[config.mk]
export PLATFORM = sky130hd
export DESIGN_NAME = regfile_port_ctrl
export DESIGN_NICKNAME = d
export VERILOG_FILES = /design/src/rtl/rf_pkg.sv /design/src/rtl/rf_wr_skid.sv /design/src/rtl/regfile_port_ctrl.sv
export SDC_FILE = /design/constraint.sdc
export NUM_CORES = 1
export LEC_CHECK = 0
export CAP_MARGIN = 30
export CORE_MARGIN = 1
export CORE_UTILIZATION = 42
export DETAILED_ROUTE_END_ITERATION = 8
export HOLD_SLACK_MARGIN = 0.06
export PLACE_DENSITY = 0.86
export SYNTH_ARGS = -nofsm -noshare
export SYNTH_HDL_FRONTEND = slang
export SYNTH_SLANG_ARGS = --single-unit
[constraint.sdc]
create_clock -name clk -period 8.2 [get_ports clk]
set_input_delay 0.82 -clock clk [delete_from_list [all_inputs] [get_ports clk]]
set_output_delay 0.82 -clock clk [all_outputs]
set_load 0.05 [all_outputs]
[src/rtl/rf_pkg.sv]
// rf_pkg: shared widths, register-file geometry, FSM encoding and starve limit
package rf_pkg;
   localparam int ADDR_W     = 5;
   localparam int DATA_W     = 32;
   localparam int NREG       = 32;
   localparam int STARVE_MAX = 4;
   localparam logic [ADDR_W-1:0] REG_ZERO = '0;
   localparam logic [0:0] ST_INIT = 1'b0;
   localparam logic [0:0] ST_RUN  = 1'b1;
endpackage

[src/rtl/rf_wr_skid.sv]
// rf_wr_skid: 1-entry MDU result buffer with valid/ready, WAW kill and starve counter
module rf_wr_skid
   import rf_pkg::*;
#(
   parameter int SMAX = STARVE_MAX
) (
   input  logic              clk,
   input  logic              rst_n,
   input  logic              i_en,
   input  logic              i_mdu_valid,
   input  logic [ADDR_W-1:0] i_mdu_no,
   input  logic [DATA_W-1:0] i_mdu_data,
   input  logic              i_wb_wr,
   input  logic [ADDR_W-1:0] i_wb_no,
   output logic              o_ready,
   output logic              o_valid,
   output logic [ADDR_W-1:0] o_no,
   output logic [DATA_W-1:0] o_data,
   output logic              o_hold
);
   localparam int SW = $clog2(SMAX + 1);
   localparam logic [SW-1:0] SMAX_V = SW'(SMAX);
   logic          r_valid;
   logic [ADDR_W-1:0] r_no;
   logic [DATA_W-1:0] r_data;
   logic [SW-1:0] r_starve;
   logic          w_accept, w_kill, w_drain, w_starved;
   assign o_ready   = i_en && !r_valid;
   assign w_accept  = i_mdu_valid && o_ready;
   assign w_kill    = r_valid && i_wb_wr && i_wb_no == r_no;
   assign w_drain   = r_valid && !i_wb_wr;
   assign w_starved = r_valid && i_wb_wr && !w_kill;
   assign o_valid   = r_valid;
   assign o_no      = r_no;
   assign o_data    = r_data;
   assign o_hold    = r_starve == SMAX_V;
   always_ff @(posedge clk) begin
      if (!rst_n) begin
         r_valid  <= 1'b0;
         r_starve <= '0;
      end else begin
         if (w_accept) begin
            r_valid <= i_mdu_no != REG_ZERO;
            r_no    <= i_mdu_no;
            r_data  <= i_mdu_data;
         end else if (w_kill || w_drain) begin
            r_valid <= 1'b0;
         end
         // saturate so a misbehaving pipeline cannot wrap the hold off
         r_starve <= w_starved ? (o_hold ? r_starve : r_starve + 1'b1) : '0;
      end
   end
endmodule

[src/rtl/regfile_port_ctrl.sv]
// regfile_port_ctrl: register-file write port sequencer (init clear, WB/MDU
// arbitration, stall generation)
module regfile_port_ctrl
   import rf_pkg::*;
(
   input  logic              clk,
   input  logic              rst_n,
   input  logic              wb_we,
   input  logic [ADDR_W-1:0] wb_no,
   input  logic [DATA_W-1:0] wb_data,
   input  logic              mdu_valid,
   input  logic [ADDR_W-1:0] mdu_no,
   input  logic [DATA_W-1:0] mdu_data,
   output logic              mdu_ready,
   input  logic [ADDR_W-1:0] rd1_no,
   input  logic [ADDR_W-1:0] rd2_no,
   output logic              rf_reg_write,
   output logic [ADDR_W-1:0] rf_reg_no_in,
   output logic [DATA_W-1:0] rf_reg_data_in,
   output logic              init_busy,
   output logic              stall_req,
   output logic              err_wb_drop
);
   localparam logic [ADDR_W-1:0] LAST = ADDR_W'(NREG - 1);
   logic [0:0]        r_state;
   logic [ADDR_W-1:0] r_cnt;
   logic              r_err;
   logic              w_init, w_run, w_wb_wr, w_buf;
   logic              w_buf_valid, w_hold;
   logic [ADDR_W-1:0] w_buf_no;
   logic [DATA_W-1:0] w_buf_data;
   assign w_init  = rst_n && r_state == ST_INIT;
   assign w_run   = rst_n && r_state == ST_RUN;
   assign w_wb_wr = w_run && wb_we && wb_no != REG_ZERO;
   assign w_buf   = w_run && w_buf_valid;
   rf_wr_skid #(.SMAX(STARVE_MAX)) u_skid (
      .clk        (clk),
      .rst_n      (rst_n),
      .i_en       (w_run),
      .i_mdu_valid(mdu_valid),
      .i_mdu_no   (mdu_no),
      .i_mdu_data (mdu_data),
      .i_wb_wr    (w_wb_wr),
      .i_wb_no    (wb_no),
      .o_ready    (mdu_ready),
      .o_valid    (w_buf_valid),
      .o_no       (w_buf_no),
      .o_data     (w_buf_data),
      .o_hold     (w_hold)
   );
   // WB has fixed priority; the buffer only gets the port when WB is idle
   always_comb begin
      rf_reg_write   = w_init || w_wb_wr || w_buf;
      rf_reg_no_in   = w_init ? r_cnt : w_wb_wr ? wb_no : w_buf ? w_buf_no : '0;
      rf_reg_data_in = w_wb_wr ? wb_data : w_buf ? w_buf_data : '0;
      init_busy      = !rst_n || r_state == ST_INIT;
      stall_req      = init_busy || w_hold ||
                       (w_buf_valid && w_buf_no != REG_ZERO &&
                        (rd1_no == w_buf_no || rd2_no == w_buf_no));
   end
   assign err_wb_drop = r_err;
   always_ff @(posedge clk) begin
      if (!rst_n) begin
         r_state <= ST_INIT;
         r_cnt   <= ADDR_W'(1);
         r_err   <= 1'b0;
      end else if (r_state == ST_INIT) begin
         r_cnt <= r_cnt + 1'b1;
         if (r_cnt == LAST) r_state <= ST_RUN;
         if (wb_we) r_err <= 1'b1;
      end
   end
endmodule

==> reports/qor.yml <==
finalMaxSlewViolations: 0
finalCritPeriodShare_pct: 57.7
most-common-layout-cells: "clkdlybuf4s50_1 (129), nand2_1 (71), edfxtp_1 (37)"
place_area_um2: 3770
worstSetupEndpoint: "rf_reg_no_in[2]"
nFillCells: 423
tightest_slew_ns: 0.647
regToRegStartpoint: "r_state$_SDFF_PN0_"
rrSetupSlack_ns: 6.06
p_clk_share_pct: 32.9
min_period_ns: 4.73
place_ws_ns: 3.46
crit_path_frequent_cell: "clkdlybuf4s50_1"
cap_violations: 0
post_drt_wl_per_cell_um: 13.9
cp_num_cells: 7
grtUsageTotal_pct: 21.1
fmax_mhz: 211
finalHoldViolCount: 0
routed_wl_mm: 6.19
finalPower_w: 0.000499
crit_required_ns: 7.38
remaining_drc_errors: 0
nNetsFinal: 463
synth_edf_count: 37
vias_per_cell: 5.05
io_buffers: 129
cp-startpoint: "wb_no[1]"
hold_buffers: 0
h-tree-depth: 2
rr_worst_depth: 5
pwr-share-seq_pct: 53.3
p_sw_w: 0.0000980
syn_area_um2: 2400
cts_buffer_depth: 2
max_slew_margin_pct: 56.8
max_stage_delay_ns: 0.82
rows: 27
cts_sinks: 48
path_max_fanout: 24
avgSynthCellArea_um2: 9.75
place_inst: 436
crit_arrival_ns: 3.91
p_per_area_nw_per_um2: 129
fin_setup_tns_ns: 0
crit_family: "buffers and inverters"
initial_core_util_pct: 43.6
switching_share_pct: 19.7
antenna_cells: 0
synth_cell_types: 32
ir_drop_uv: 86.9
r2r_end: "u_skid.r_starve[2]$_SDFFE_PN0N_"
die_w_um: 77.6
insertion_delay_ns: 0.29
grt_pass1_wl_mm: 9.65
hold_class: "flop to flop"
cts_made_buffers: 5
layout_setup_ws_ns: 3.47
vias: 2244
ys_seq_area_share_pct: 55.5
die_height_um: 77.6
hpwl_mm: 4.81
ys.warnings.count: 0
first_global_vias: 2102
grt_overflow: 0
cts_setup_buffers: 0
ios: 130
layout-drive-gt1-share_pct: 3.49
finalNonFillerCells: 444
die_area_um2: 6020
leakage_nw: 1.48
outcome: "complete, no violations"
clkTransAtPathRegs_ns: 0.08
crit_slowest_cell: "clkdlybuf4s50_1"
area_growth_pct: 61.5
crit_path_start_kind: "input port"
ctsResizeCount: 0
antenna_found_initial: 0
fin_skew_ns: 0.00543
setup_viol: 0
drtAntennaViolNets: 0
tritoncts: "built"
synth_fp_nets: 338
grt_max_degree: 39
end_kind: "primary output"
cp.buffers_inverters: 3
ys_seq_elements: 48
routabilityCongestion: 0.846
path_cells: "clkdlybuf4s50_1 > or4_4 > o21ai_2 > buf_4 > a32oi_1 > a21oi_1 > clkdlybuf4s50_1"
crit_type: "input port to primary output"
synth_ff_type: "edfxtp_1"
intPower_w: 0.000401
synth_cells: 246
combPwrFrac_pct: 13.9
drt_iter0_drc: 82
cts-root-buf: "clkbuf_8"
layout_commonest_cell: "clkdlybuf4s50_1"
fp.coreArea_um2: 5510
rsz0062_at_grt: "no"
firstDrtPassIters: 6
async_flop_share_pct: 0
fin_area_um2: 3870
worst reg2reg max path: cells and delay by family (launching register included):
family,cells,cell delay (ns)
compound gates,2,0.60
buf+inv,1,0.30
flops,1,0.60
simple gates,2,0.57
cells by family (layout without fill, tap and decap cells):
group | Yosys count | count (layout) | share of synthesized area [%]
AOI/OAI and AO/OA | 20 | 20 | 5.84
xor gates and xnor gates | 19 | 19 | 6.94
adders and majority gates | 4 | 4 | 2.09
buffers and inverters | 17 | 143 | 3.50
DFF | 48 | 48 | 55.5
muxes | 2 | 2 | 0.835
and+or+nand+nor | 136 | 136 | 25.3
sequential cells by signal, indices dropped and copies added, names as in the netlist:
signal,count
err_wb_drop,1
r_cnt,5
r_state,1
u_skid.o_data,32
u_skid.o_no,5
u_skid.o_valid,1
u_skid.r_starve,3
how the worst min path moves through the flow:
stage                                    start                         endpoint  slack (ns)  cells past startpoint
5_1_grt               err_wb_drop$_SDFFE_PN0P_         err_wb_drop$_SDFFE_PN0P_        0.50                      1
3_3_place_gp          err_wb_drop$_SDFFE_PN0P_         err_wb_drop$_SDFFE_PN0P_        0.45                      1
4_1_cts               err_wb_drop$_SDFFE_PN0P_         err_wb_drop$_SDFFE_PN0P_        0.47                      1
2_1_floorplan  u_skid.r_starve[1]$_SDFFE_PN0N_  u_skid.r_starve[1]$_SDFFE_PN0N_        0.46                      2
6_report              err_wb_drop$_SDFFE_PN0P_         err_wb_drop$_SDFFE_PN0P_        0.47                      1
3_5_place_dp          err_wb_drop$_SDFFE_PN0P_         err_wb_drop$_SDFFE_PN0P_        0.46                      1
routing by layer:
metal / routed length [µm] / global-route usage (%)
met2: 3280 / 39.2
met5: 0 / 0
met1: 2520 / 23.8
met4: 23 / 4.91
met3: 375 / 5.53
cells in the mapped netlist (all sizes together) (4+ instances only):
| library cell | instances | share of area, % |
|---|---|---|
| ha | 4 | 2.1 |
| nor2 | 12 | 1.9 |
| a32oi | 5 | 1.8 |
| dfxtp | 11 | 9.2 |
| xor2 | 16 | 5.8 |
| clkbuf | 10 | 1.6 |
| buf | 5 | 1.6 |
| nor3 | 4 | 0.83 |
| nand3 | 34 | 7.1 |
| edfxtp | 37 | 46 |
| nand2 | 71 | 11 |
| a21oi | 6 | 1.3 |
power by group through the flow:
stage	combinational, W	clock, W	sequential [W]
after global placement	0.0000672	0	0.000271
after CTS	0.0000692	0.000168	0.000266
after detailed placement	0.0000688	0	0.000271
final	0.0000690	0.000164	0.000266
after floorplan	0.0000182	0	0.000272
after global routing	0.0000736	0.000181	0.000266
metrics by stage:
step / hold slack [ns] / util [%]
6_report: 0.468 / 70.3
3_3_place_gp: 0.451 / 67.6
5_1_grt: 0.499 / 70.3
4_1_cts: 0.472 / 70.3
2_1_floorplan: 0.460 / -
3_5_place_dp: 0.457 / 68.4
layout make-up:
class,count,area [µm²],share of cell area [%]
clock inverters,1,30.0,0.775
multi-input cells,181,988,25.5
well taps,72,90.1,2.33
inverters,2,7.51,0.194
flip-flops and latches,48,1330,34.4
clock buffers,7,76.3,1.97
repair buffers,133,1350,34.8
Power figures use the tool's default switching activity.
